--- config.mk ---
export PLATFORM = sky130hd
export DESIGN_NAME = mem_arbiter_flat
export DESIGN_NICKNAME = d
export VERILOG_FILES = /design/src/rtl/mem_arbiter_pkg.sv /design/src/rtl/mem_arbiter_if.sv /design/src/rtl/mem_arbiter_read_return.sv /design/src/rtl/mem_arbiter.sv /design/src/flat_wrapper.sv
export SDC_FILE = /design/constraint.sdc
export NUM_CORES = 1
export LEC_CHECK = 0
export ABC_CLOCK_PERIOD_IN_PS = 4430
export BUFFER_PORTS_ARGS = -buffer_cell sky130_fd_sc_hd__buf_2
export CAP_MARGIN = 40
export CORE_AREA = 2 2 76 78
export DETAILED_ROUTE_END_ITERATION = 16
export DIE_AREA = 0 0 78 80
export GPL_TIMING_DRIVEN = 0
export PLACE_DENSITY = 0.85
export SLEW_MARGIN = 0
export SYNTH_ARGS = -nofsm -noshare
export SYNTH_HDL_FRONTEND = slang
export SYNTH_SLANG_ARGS = --single-unit
--- constraint.sdc ---
create_clock -name clock -period 4.43 [get_ports clock]
set_input_delay 1.329 -clock clock [delete_from_list [all_inputs] [get_ports clock]]
set_output_delay 1.329 -clock clock [all_outputs]
set_load 0.05 [all_outputs]
--- src/rtl/mem_arbiter_pkg.sv ---
// Shared definitions for the memory arbiter: FSM state encoding,
// requester-select codes and the width of the internal counters.
package mem_arbiter_pkg;

    typedef enum logic {
        S_CPU = 1'b0,
        S_DMA = 1'b1
    } state_t;

    typedef enum logic [1:0] {
        SEL_NONE = 2'd0,
        SEL_CPU  = 2'd1,
        SEL_DMA  = 2'd2
    } sel_t;

    // wait_cnt and beat_cnt are 4 bits wide (MAX_WAIT, BURST_LEN <= 15)
    localparam int CNT_WIDTH = 4;

endpackage

--- src/rtl/mem_arbiter_if.sv ---
// Requester-side access port of the memory arbiter.
//   req/we/addr/wdata : request, held stable until gnt
//   gnt               : access performed this cycle
//   rvalid/rdata      : read response, one cycle after a granted read
// master = requester (CPU or DMA), slave = arbiter.
interface mem_arbiter_if #(
    parameter int ADDR_WIDTH = 16,
    parameter int DATA_WIDTH = 16
) ();

    logic                  req;
    logic                  we;
    logic [ADDR_WIDTH-1:0] addr;
    logic [DATA_WIDTH-1:0] wdata;
    logic                  gnt;
    logic                  rvalid;
    logic [DATA_WIDTH-1:0] rdata;

    modport master (
        output req, we, addr, wdata,
        input  gnt, rvalid, rdata
    );

    modport slave (
        input  req, we, addr, wdata,
        output gnt, rvalid, rdata
    );

endinterface

--- src/rtl/mem_arbiter_read_return.sv ---
// Per-port read return path.
//   clock, reset : clock, asynchronous active-low reset
//   read_gnt     : a read was granted to this port this cycle
//   mem_rdata    : memory read data (valid one clock after the address)
//   rvalid       : high exactly one cycle after a granted read
//   rdata        : live memory data while rvalid, held value otherwise
module mem_arbiter_read_return #(
    parameter int DATA_WIDTH = 16
) (
    input  logic                  clock,
    input  logic                  reset,
    input  logic                  read_gnt,
    input  logic [DATA_WIDTH-1:0] mem_rdata,
    output logic                  rvalid,
    output logic [DATA_WIDTH-1:0] rdata
);

    logic [DATA_WIDTH-1:0] hold;

    always_ff @(posedge clock or negedge reset) begin
        if (!reset) begin
            rvalid <= 1'b0;
            hold   <= '0;
        end else begin
            rvalid <= read_gnt;
            if (rvalid) begin
                hold <= mem_rdata;
            end
        end
    end

    assign rdata = rvalid ? mem_rdata : hold;

endmodule

--- src/rtl/mem_arbiter.sv ---
// Arbiter sharing the single memory_block port between the CPU and a
// DMA-style requester. CPU has default priority; the DMA side wins after
// MAX_WAIT consecutive denied cycles and then keeps the port for up to
// BURST_LEN consecutive beats.
//   clock, reset : clock, asynchronous active-low reset
//   cpu, dma     : requester ports (mem_arbiter_if slave modport)
//   mem_addr/we/wdata : memory request, driven by the winner, 0 when idle
//   mem_rdata    : memory read data, valid one clock after the address
module mem_arbiter
    import mem_arbiter_pkg::*;
#(
    parameter int ADDR_WIDTH = 16,
    parameter int DATA_WIDTH = 16,
    parameter int MAX_WAIT   = 4,
    parameter int BURST_LEN  = 4
) (
    input  logic                  clock,
    input  logic                  reset,
    mem_arbiter_if.slave          cpu,
    mem_arbiter_if.slave          dma,
    output logic [ADDR_WIDTH-1:0] mem_addr,
    output logic                  mem_we,
    output logic [DATA_WIDTH-1:0] mem_wdata,
    input  logic [DATA_WIDTH-1:0] mem_rdata
);

    localparam logic [CNT_WIDTH-1:0] MAX_WAIT_C  = CNT_WIDTH'(MAX_WAIT);
    localparam logic [CNT_WIDTH-1:0] BURST_LEN_C = CNT_WIDTH'(BURST_LEN);

    state_t               state, state_next;
    sel_t                 sel;
    logic [CNT_WIDTH-1:0] wait_cnt, wait_next;
    logic [CNT_WIDTH-1:0] beat_cnt, beat_next;

    always_ff @(posedge clock or negedge reset) begin
        if (!reset) begin
            state    <= S_CPU;
            wait_cnt <= '0;
            beat_cnt <= '0;
        end else begin
            state    <= state_next;
            wait_cnt <= wait_next;
            beat_cnt <= beat_next;
        end
    end

    // A burst that cannot continue falls straight through to the S_CPU
    // rules in the same cycle, so there is never an idle bubble.
    always_comb begin
        state_next = state;
        beat_next  = beat_cnt;
        sel        = SEL_NONE;
        if (state == S_DMA && dma.req && beat_cnt < BURST_LEN_C) begin
            sel       = SEL_DMA;
            beat_next = beat_cnt + 1'b1;
        end else begin
            state_next = S_CPU;
            if (cpu.req && wait_cnt < MAX_WAIT_C) begin
                sel = SEL_CPU;
            end else if (dma.req) begin
                sel        = SEL_DMA;
                beat_next  = CNT_WIDTH'(1);
                state_next = (BURST_LEN_C == CNT_WIDTH'(1)) ? S_CPU : S_DMA;
            end
        end
        // grants are combinational; keep them low while reset is held
        if (!reset) begin
            sel = SEL_NONE;
        end
    end

    always_comb begin
        wait_next = wait_cnt;
        if (sel == SEL_DMA) begin
            wait_next = '0;
        end else if (dma.req && wait_cnt < MAX_WAIT_C) begin
            wait_next = wait_cnt + 1'b1;
        end
    end

    assign cpu.gnt = (sel == SEL_CPU);
    assign dma.gnt = (sel == SEL_DMA);

    always_comb begin
        mem_addr  = '0;
        mem_we    = 1'b0;
        mem_wdata = '0;
        case (sel)
            SEL_CPU: begin
                mem_addr  = cpu.addr;
                mem_we    = cpu.we;
                mem_wdata = cpu.wdata;
            end
            SEL_DMA: begin
                mem_addr  = dma.addr;
                mem_we    = dma.we;
                mem_wdata = dma.wdata;
            end
            default: ;
        endcase
    end

    mem_arbiter_read_return #(.DATA_WIDTH(DATA_WIDTH)) u_cpu_ret (
        .clock     (clock),
        .reset     (reset),
        .read_gnt  (cpu.gnt && !cpu.we),
        .mem_rdata (mem_rdata),
        .rvalid    (cpu.rvalid),
        .rdata     (cpu.rdata)
    );

    mem_arbiter_read_return #(.DATA_WIDTH(DATA_WIDTH)) u_dma_ret (
        .clock     (clock),
        .reset     (reset),
        .read_gnt  (dma.gnt && !dma.we),
        .mem_rdata (mem_rdata),
        .rvalid    (dma.rvalid),
        .rdata     (dma.rdata)
    );

endmodule
--- src/flat_wrapper.sv ---
// flat-port wrapper written by rule: the top's interface ports become plain ports
module mem_arbiter_flat import mem_arbiter_pkg::*;
#(
    parameter int ADDR_WIDTH = 16,
    parameter int DATA_WIDTH = 16,
    parameter int MAX_WAIT   = 4,
    parameter int BURST_LEN  = 4
)
  (clock, reset, mem_addr, mem_we, mem_wdata, mem_rdata, cpu_req, cpu_we, cpu_addr, cpu_wdata, cpu_gnt, cpu_rvalid, cpu_rdata, dma_req, dma_we, dma_addr, dma_wdata, dma_gnt, dma_rvalid, dma_rdata);
  mem_arbiter_if #(.ADDR_WIDTH(ADDR_WIDTH), .DATA_WIDTH(DATA_WIDTH)) cpu_i ();
  mem_arbiter_if #(.ADDR_WIDTH(ADDR_WIDTH), .DATA_WIDTH(DATA_WIDTH)) dma_i ();
  input  logic clock;
  input  logic reset;
  output logic [ADDR_WIDTH-1:0] mem_addr;
  output logic mem_we;
  output logic [DATA_WIDTH-1:0] mem_wdata;
  input  logic [DATA_WIDTH-1:0] mem_rdata;
  input wire logic [$bits(cpu_i.req)-1:0] cpu_req;
  input wire logic [$bits(cpu_i.we)-1:0] cpu_we;
  input wire logic [$bits(cpu_i.addr)-1:0] cpu_addr;
  input wire logic [$bits(cpu_i.wdata)-1:0] cpu_wdata;
  output wire logic [$bits(cpu_i.gnt)-1:0] cpu_gnt;
  output wire logic [$bits(cpu_i.rvalid)-1:0] cpu_rvalid;
  output wire logic [$bits(cpu_i.rdata)-1:0] cpu_rdata;
  input wire logic [$bits(dma_i.req)-1:0] dma_req;
  input wire logic [$bits(dma_i.we)-1:0] dma_we;
  input wire logic [$bits(dma_i.addr)-1:0] dma_addr;
  input wire logic [$bits(dma_i.wdata)-1:0] dma_wdata;
  output wire logic [$bits(dma_i.gnt)-1:0] dma_gnt;
  output wire logic [$bits(dma_i.rvalid)-1:0] dma_rvalid;
  output wire logic [$bits(dma_i.rdata)-1:0] dma_rdata;
  assign cpu_i.req = cpu_req;
  assign cpu_i.we = cpu_we;
  assign cpu_i.addr = cpu_addr;
  assign cpu_i.wdata = cpu_wdata;
  assign cpu_gnt = cpu_i.gnt;
  assign cpu_rvalid = cpu_i.rvalid;
  assign cpu_rdata = cpu_i.rdata;
  assign dma_i.req = dma_req;
  assign dma_i.we = dma_we;
  assign dma_i.addr = dma_addr;
  assign dma_i.wdata = dma_wdata;
  assign dma_gnt = dma_i.gnt;
  assign dma_rvalid = dma_i.rvalid;
  assign dma_rdata = dma_i.rdata;
  mem_arbiter #(.ADDR_WIDTH(ADDR_WIDTH), .DATA_WIDTH(DATA_WIDTH), .MAX_WAIT(MAX_WAIT), .BURST_LEN(BURST_LEN)) u_core (.clock(clock), .reset(reset), .cpu(cpu_i), .dma(dma_i), .mem_addr(mem_addr), .mem_we(mem_we), .mem_wdata(mem_wdata), .mem_rdata(mem_rdata));
endmodule
=== Word level (Yosys, flattened, before mapping) ===
Index checks and enable logic that the tools add are counted.

* Register bits: 43

* Add/sub/neg operators: 2
* $lt $le $gt $ge: 2
* Equality and inequality tests: 3
* Mux-type cells: 16
* Reduce and logical (&&, ||, !) cells: 11

{| class="wikitable"
|+ Operators by type and width
! operator !! count
|-
| $pmux 16 s2 || 2
|-
| $mux 16 || 2
|-
| $mux 4 || 5
|-
| $add 4x1->4 const B || 2
|-
| $lt 4x3->1 const B || 2
|-
| $mux 2 || 4
|-
| $logic_and 1x1->1 || 6
|-
| $reduce_bool 2->1 || 2
|-
| $eq 2x1->1 const B || 1
|-
| $eq 2x2->1 const B || 1
|-
| $logic_not 1->1 || 2
|-
| $mux 1 || 2
|-
| $ne 2x1->1 const B || 1
|-
| $pmux 1 s2 || 1
|-
| $reduce_and 2->1 || 1
|}

=== Longest topological paths before layout ===
Gate-level depths: netlist (run 1).

* Word-level depth: 7
* Mapped depth: 8

=== Modules after synthesis ===
A second synthesis (run 1) with hierarchy kept.

* Cell total of the unflattened synthesis: 190
* Area total of the unflattened synthesis: 2253.4 um^2

{| class="wikitable"
|+ Modules (own cells, without submodules)
! module !! times used !! cells each !! area an instance (um^2)
|-
| mem_arbiter_read_return || 2 || 35 || 674.4
|-
| mem_arbiter || 1 || 120 || 904.6
|}

=== Least setup slack after synthesis (run 1) ===
Ideal clock, no wire load.

* Path kind: input -> output
* Start: input cpu_req
* End: output mem_addr[7]
* Arrival: 3647 ps
* Data required time: 3101 ps
* Setup slack: -546 ps
* Stages on the path: 8
* Path buffers: 2
* Path through: or3b_4 > and2_4 > o21ai_2 > ha_1 > clkbuf_1 > buf_2 > a22oi_1 > nor2_1

* Longest elaborated chain between the ends: 6

{| class="wikitable"
|+ Ends and longest elaborated chain
! what !! RTL line !! text
|-
| start, declared || flat_wrapper.sv:18 || <nowiki>input wire logic [$bits(cpu_i.req)-1:0] cpu_req;</nowiki>
|-
| $logic_and 1x1->1 || mem_arbiter.sv:58 || <nowiki>if (cpu.req && wait_cnt < MAX_WAIT_C) begin</nowiki>
|-
| $mux 2 || mem_arbiter.sv:58 ||
|-
| $mux 2 || mem_arbiter.sv:53 || <nowiki>if (state == S_DMA && dma.req && beat_cnt < BURST_LEN_C) begin</nowiki>
|-
| $mux 2 || mem_arbiter.sv:67 || <nowiki>if (!reset) begin</nowiki>
|-
| $eq 2x1->1 || n/a ||
|-
| net cpu_gnt || flat_wrapper.sv:22 || <nowiki>output wire logic [$bits(cpu_i.gnt)-1:0] cpu_gnt;</nowiki>
|-
| $pmux 16 s2 || mem_arbiter.sv:88 || <nowiki>case (sel)</nowiki>
|-
| end, declared || flat_wrapper.sv:14 || <nowiki>output logic [ADDR_WIDTH-1:0] mem_addr;</nowiki>
|}

The timed path passes the listed nets, and every way through them passes these cells.

=== Worst setup path after layout (run 1) ===
* Start: input cpu_req
* End: output mem_addr[7]

* Longest elaborated chain between the ends: 6

{| class="wikitable"
|+ Ends and longest elaborated chain
! what !! RTL line
|-
| $logic_and 1x1->1 (*) || mem_arbiter.sv:58
|-
| $mux 2 (*) || mem_arbiter.sv:58
|-
| $mux 2 (*) || mem_arbiter.sv:53
|-
| $mux 2 (*) || mem_arbiter.sv:67
|-
| $eq 2x2->1 or $eq 2x1->1 (tied branches) || mem_arbiter.sv:88
|-
| $pmux 16 s2 (*) || mem_arbiter.sv:88
|}

Every way passes the cells marked *; elsewhere a longest branch is shown, timed or not.

==> flow_summary_export.csv, run 1 <==
group,metric,value,unit
run_status,status,"complete, no violations",
global_route,grt_pass1_vias,2229,
floorplan,die_h,80,um
min_path,holdCritPathClass,"reg -> reg",
detailed_routing,avgViaCountPerCell,5.14,
yosys,syn_inst,190,
setup_path,crit_start,"cpu_req",
placement,placedCellCount,417,
detailed_routing,dr.pass1.iters,4,
finish,stdcell_count,425,
clock_network,cts_tree,"done",
global_route,top_usage_layer,"met2",
yosys,synth-compound-area-share,13.5,%
timing,tightest_slew,0.333,ns
placement,post-place-ws,-0.466,ns
setup_path,r2r_end,"u_core.u_cpu_ret.rvalid",
pwr,p_per_area,685,mW/mm^2
placement,gp_congestion,0.767,
yosys,synthArstFlopShare,100,%
timing,fin_hold_ws,0.485,ns
setup_path,cp.required,3.10,ns
yosys,synth_fp_nets,281,
clock_network,clkSinkCount,43,
timing,fin_setup_tns,0,ns
floorplan,core,0.00541,mm^2
min_path,min_delay_path_depth,1,
min_path,hold_end,"u_core.u_dma_ret.hold[6]",
timing,max_clock_freq,227,MHz
yosys,synth.largest_area_cell,"dfrtp_1",
yosys,syn_area_per_cell,11.3,um^2
finish,regArea,0.00108,mm^2
detailed_routing,wl,7020,um
detailed_routing,via_count,2186,
setup_path,endpoint_kind,"output port",
yosys,syn-cell-area,0.00214,mm^2
flow_run,drv_cap,0,
yosys,synthFlopType,"dfrtp_1",
min_path,worstHoldStart,"u_core.u_dma_ret.hold[6]",
finish,fill_cells,391,
clock_network,clk_pin_slew,0.08,ns
clock_network,h-tree-depth,2,
global_route,grt_use_met3,5.88,%
setup_path,path_class,"in -> out",
yosys,synth_area_leaders,"dfrtp_1 (50%), mux2_2 (16%), a22oi_1 (12%), nor2_1 (6.5%), ha_1 (2.9%)",
global_route,met2_usage,38.2,%
timing,fin_skew,0.00213,ns
pwr,ir_drop,0.406,mV
yosys,synth-xor-area-share,0.410,%
yosys,synth_top_family_by_area,"multiplexers",
yosys,synth_seq_cells,43,
floorplan,initial_core_util,39.6,%
timing,maxSlewHeadroom,77.8,%
pwr,power,2.52,mW
global_route,grt_max_degree,28,
timing,slew_violations,0,
clock_network,cts_root_buf,"clkbuf_8",
floorplan,dieArea,0.00624,mm^2
floorplan,fp.dieW,78,um
placement,place.port_buffers,154,
timing,final.min_clock_period,4.41,ns
detailed_routing,first_iter_violations,35,
detailed_routing,ant_nets,0,
setup_path,cp-start-kind,"primary input",
finish,multi_input_area,0.00133,mm^2
clock_network,cts_buffers,5,
timing,fin_crit_sh,99.6,%
finish,drive_gt1_share,76.2,%
timing,setup_violations,0,
placement,dp_hpwl,5220,um
pwr,leakagePower,1.71,nW
detailed_routing,wl_per_cell,16.5,um
placement,postPlaceCellArea,0.00327,mm^2
setup_path,critical_path_arrival,3.08,ns
finish,postLayoutCoreUtil,68.1,%
detailed_routing,drc,0,
yosys,synthAdderAreaFrac,2.93,%
yosys,synth_most_common_cell,"dfrtp_1",
setup_path,r2r-start,"u_core.wait_cnt[2]",
clock_network,clock_path_buffers,2,
yosys,muxShareOfSynthArea,17.8,%
global_route,antenna_found_initial,0,
setup_path,critPathMaxFanout,10,
yosys,ys_top_cells_by_count,"dfrtp_1 (43), nor2_1 (37), a22oi_1 (33), mux2_2 (30)",
yosys,synth_edf_count,0,
finish,diodes,0,
global_route,use_met1,22.6,%
finish,fin_area,0.00368,mm^2
clock_network,clock_latency,0.28,ns
global_route,grt_pass1_wl,10300,um
yosys,synth_top_area_share,50.3,%
timing,finalHoldViolations,0,
floorplan,placementRows,27,
floorplan,ioPinCount,155,
timing,worst_slack,0.0169,ns
yosys,yosys.area_share.simple,11.5,%
setup_path,ff2ff_path_depth,6,
global_route,track_usage,20.9,%
global_route,grt.overflow.total,0,
timing,rsz0062_at_grt,"true",
yosys,ys.warnings.count,0,
yosys,ys_seq_area_share,50.3,%
finish,nNetsFinal,443,
finish,area_growth_syn_to_layout,72.2,%
setup_path,r2r_slack,2.62,ns
yosys,post_synth_num_cell_types,26,
## final cells by class
cell class              instances  area share, %
clock buffers                   6           1.97
repair buffers                157           24.8
flip-flops and latches         43           29.2
clock inverters                 2           1.63
plain buffers                  13           3.40
inverters                       3          0.306
well taps                      72           2.45
multi-input cells             129           36.2
## flip-flops by register name, summed over array words and instances, names as in the netlist
signal                   flops
u_core.u_dma_ret.rvalid      1
u_core.state                 1
u_core.wait_cnt              4
u_core.u_dma_ret.hold       16
u_core.beat_cnt              4
u_core.u_cpu_ret.hold       16
u_core.u_cpu_ret.rvalid      1
## cells in the final DEF (no fill, tap or decap), drive strengths merged
cell,netlist,layout
ha,5,5
a22oi,33,33
a21oi,1,1
nand2,3,3
mux2,32,32
a31oi,1,1
mux2i,2,2
dfrtp,43,43
bufinv,0,2
nor3b,2,2
nor2b,3,3
nand4bb,1,1
xnor2,1,1
buf,8,161
inv,3,3
a22o,1,1
and4bb,1,1
o21ai,2,2
clkbuf,7,15
and2,2,2
and3,1,1
or3b,1,1
nor2,37,37
## metal layers
| layer | vias up | wire length, um |
|---|---|---|
| met2 | 132 | 3700 |
| met1 | 1034 | 2480 |
| met5 | - | 0 |
| met3 | 20 | 631 |
| li1 | 1000 | - |
| met4 | 0 | 214 |
## worst max-delay path, cell delays in order
cell      delay [ns]
buf_2           0.09
or3b_4          0.40
a21oi_2         0.20
nor2b_1         0.09
ha_2            0.21
clkbuf_4        0.20
a22oi_1         0.32
nor2_4          0.04
buf_4           0.19
## logic make-up (layout without fill, tap and decap cells)
family / Yosys count / in the layout
AOI/OAI and AO/OA: 38 / 38
xor gates and xnor gates: 1 / 1
adders and majority gates: 5 / 5
buffers and inverters: 18 / 181
DFF: 43 / 43
muxes: 34 / 34
and+or+nand+nor: 51 / 51
## repair_timing
item | 4_1_cts | 5_1_grt
buffers inserted | 0 | 1
hold buffers | 0 | 0
pin swaps | 0 | 1
gates resized for setup | 44 | 33
endpoints found under the setup margin | 32 | 32
gates cloned | 0 | 1
## power breakdown
part / switching, mW / total (mW) / internal [mW] / leakage, nW
Sequential: 0.0590 / 0.626 / 0.567 / 0.523
Combinational: 1.09 / 1.55 / 0.455 / 1.12
Clock: 0.126 / 0.351 / 0.225 / 0.0654
## how the worst max path moves through the flow
stage,to,cells past startpoint
after floorplan,mem_addr[0],7
after global placement,mem_we,7
after detailed placement,mem_we,8
after CTS,mem_addr[5],10
after global routing,mem_addr[7],9
final,mem_addr[7],9
(Power assumes the default switching activity.)
==> inputs of run 2 (changes only) <==
- ABC_CLOCK_PERIOD_IN_PS: 4430 -> 4100
- CORE_AREA: 2 2 76 78 -> 2 2 78 80
- DIE_AREA: 0 0 78 80 -> 0 0 80 82
- MAX_ROUTING_LAYER: default -> met4
- PLACE_DENSITY: 0.85 -> 0.84
- SYNTH_HIERARCHICAL: default -> 1
- clock period: 4.43 -> 4.1 ns (I/O delays scaled with it)
==> flow_summary_export.csv, run 2 <==
group,metric,value,unit
run_status,status,"complete, no violations",
yosys,post_synth_num_cell_types,28,
timing,fin_skew,0.00321,ns
detailed_routing,ant_nets,0,
setup_path,r2r-start,"u_core/wait_cnt[2]",
clock_network,cts_buffers,5,
timing,slew_violations,0,
min_path,hold_end,"u_core/u_cpu_ret/hold[4]",
placement,gp_congestion,0.837,
detailed_routing,first_iter_violations,30,
setup_path,cp.required,2.87,ns
timing,max_clock_freq,245,MHz
pwr,power,2.86,mW
yosys,synth.largest_area_cell,"dfrtp_1",
timing,maxSlewHeadroom,79.5,%
yosys,ys_seq_area_share,47.8,%
finish,final_common_cell,"buf_2",
floorplan,placementRows,28,
timing,finalHoldViolations,0,
placement,post-place-ws,-0.476,ns
global_route,grt_max_degree,17,
clock_network,clkSinkCount,43,
yosys,synthFlopType,"dfrtp_1",
min_path,worstHoldStart,"u_core/u_cpu_ret/hold[4]",
finish,nNetsFinal,449,
yosys,synth_most_common_cell,"dfrtp_1",
setup_path,ff2ff_path_depth,7,
timing,fin_crit_sh,99.6,%
timing,setup_violations,0,
detailed_routing,dr.pass1.iters,4,
detailed_routing,via_count,2160,
floorplan,dieArea,0.00656,mm^2
global_route,track_usage,20.9,%
floorplan,fp.dieW,80,um
clock_network,h-tree-depth,2,
global_route,grt.overflow.total,0,
placement,place.port_buffers,154,
timing,rsz0062_at_grt,"true",
yosys,ys.warnings.count,6,
detailed_routing,wl_per_cell,17.2,um
floorplan,initial_core_util,39.2,%
detailed_routing,wl,7460,um
finish,largest_registers,"u_core/u_cpu_ret/hold (16), u_core/u_dma_ret/hold (16)",
yosys,synth_area_leaders,"dfrtp_1 (48%), mux2_4 (13%), a22oi_1 (11%), nor2_1 (6.2%), mux2_2 (6.0%)",
setup_path,r2r_end,"u_core/u_cpu_ret/rvalid",
yosys,synthArstFlopShare,100,%
setup_path,critPathMaxFanout,6,
floorplan,core,0.00575,mm^2
clock_network,clk_pin_slew,0.07,ns
yosys,syn_area_per_cell,11.9,um^2
finish,area_growth_syn_to_layout,84.5,%
finish,diodes,0,
clock_network,cts_root_buf,"clkbuf_8",
clock_network,cts_tree,"done",
setup_path,endpoint_kind,"output port",
clock_network,holdBufCountCts,0,
timing,final.min_clock_period,4.08,ns
global_route,antenna_found_initial,0,
floorplan,die_h,82,um
global_route,grt_pass1_vias,2193,
global_route,grt_pass1_wl,10200,um
timing,worst_slack,0.0151,ns
setup_path,cp-start-kind,"primary input",
detailed_routing,avgViaCountPerCell,4.98,
yosys,syn-cell-area,0.00225,mm^2
yosys,synth_top_area_share,47.8,%
yosys,synth_seq_cells,43,
yosys,synth_edf_count,0,
min_path,min_delay_path_depth,1,
yosys,syn_inst,190,
pwr,ir_drop,0.431,mV
clock_network,clock_latency,0.29,ns
yosys,ys_top_cells_by_count,"dfrtp_1 (43), nor2_1 (37), a22oi_1 (33), mux2_4 (20), mux2_2 (12)",
pwr,p_per_area,689,mW/mm^2
finish,drive_gt1_share,81.1,%
placement,dp_hpwl,5200,um
finish,final_cell_mix,"buf_2 (120), dfrtp_1 (43), nor2_4 (32)",
setup_path,r2r_slack,2.25,ns
setup_path,critical_path_arrival,2.85,ns
min_path,holdCritPathClass,"reg -> reg",
detailed_routing,drc,0,
clock_network,clock_path_buffers,2,
setup_path,path_class,"in -> out",
yosys,synth_fp_nets,281,
floorplan,ioPinCount,155,
timing,tightest_slew,0.308,ns
pwr,leakagePower,1.87,nW
flow_run,drv_cap,0,
run 2: metrics by stage:
step	std cells	setup TNS (ns)	hold slack [ns]	utilization, %	cell area (um^2)
CTS	428	-0.416	0.495	68.8	3950
global route	434	-0.273	0.504	72.3	4160
detailed placement	420	-13.41	0.477	59.5	3420
finish	434	0	0.493	72.3	4160
global placement	419	-22.54	0.470	59.2	3400
floorplan	190	-1.18	0.457	-	2530
run 2: logic make-up (layout without fill, tap and decap cells):
| family | after synthesis | in the layout | synth area share, % |
|---|---|---|---|
| flops | 43 | 43 | 47.8 |
| xor+xnor | 1 | 1 | 0.389 |
| fa+ha+maj | 5 | 5 | 2.78 |
| compound gates | 38 | 38 | 12.8 |
| simple gates | 51 | 51 | 10.9 |
| buf+inv | 18 | 187 | 5.16 |
| mux | 34 | 34 | 20.2 |
run 2: worst max-delay path, cell delays in order:
cell and delay [ns]:
buf_6 0.07, or3b_4 0.39, and2_4 0.19, o21ai_4 0.16
ha_4 0.17, buf_12 0.13, clkbuf_16 0.14, a22oi_2 0.07
nor2_4 0.13, buf_8 0.16
run 2: area by class of cell:
cell class	count	area, um^2
fill	377	1590
sequential	43	1080
buffer	13	214
timing repair buffer	163	1140
clock buffer	6	82.6
multi-input combinational	129	1510
clock inverter	2	35.0
tap	75	93.8
inverter	3	11.3
run 2: worst max-delay path by stage:
stage / start / end / slack [ns] / cells after the start
6_report: cpu_req / mem_wdata[15] / 0.02 / 10
3_3_place_gp: reset / mem_addr[15] / -0.72 / 7
5_1_grt: cpu_req / mem_wdata[6] / -0.03 / 10
2_1_floorplan: cpu_req / mem_addr[10] / -0.04 / 7
4_1_cts: cpu_req / mem_addr[15] / -0.05 / 9
3_5_place_dp: reset / mem_wdata[5] / -0.48 / 8
run 2: what timing repair did:
item	CTS	global route
pin swaps	0	16
buffers inserted	0	4
setup endpoints to repair	33	33
cloned	1	3
gates resized for setup	100	32
run 2: where the power goes:
group / switching [mW] / internal, mW
clock: 0.136 / 0.197
sequential: 0.0649 / 0.613
combinational: 1.22 / 0.628
run 2: metal layers:
metal	part of all wire, %	track usage [%]
met5	0	-
met4	2.3	7.97
met3	6.8	5.05
met1	36	20.7
met2	55	39.3
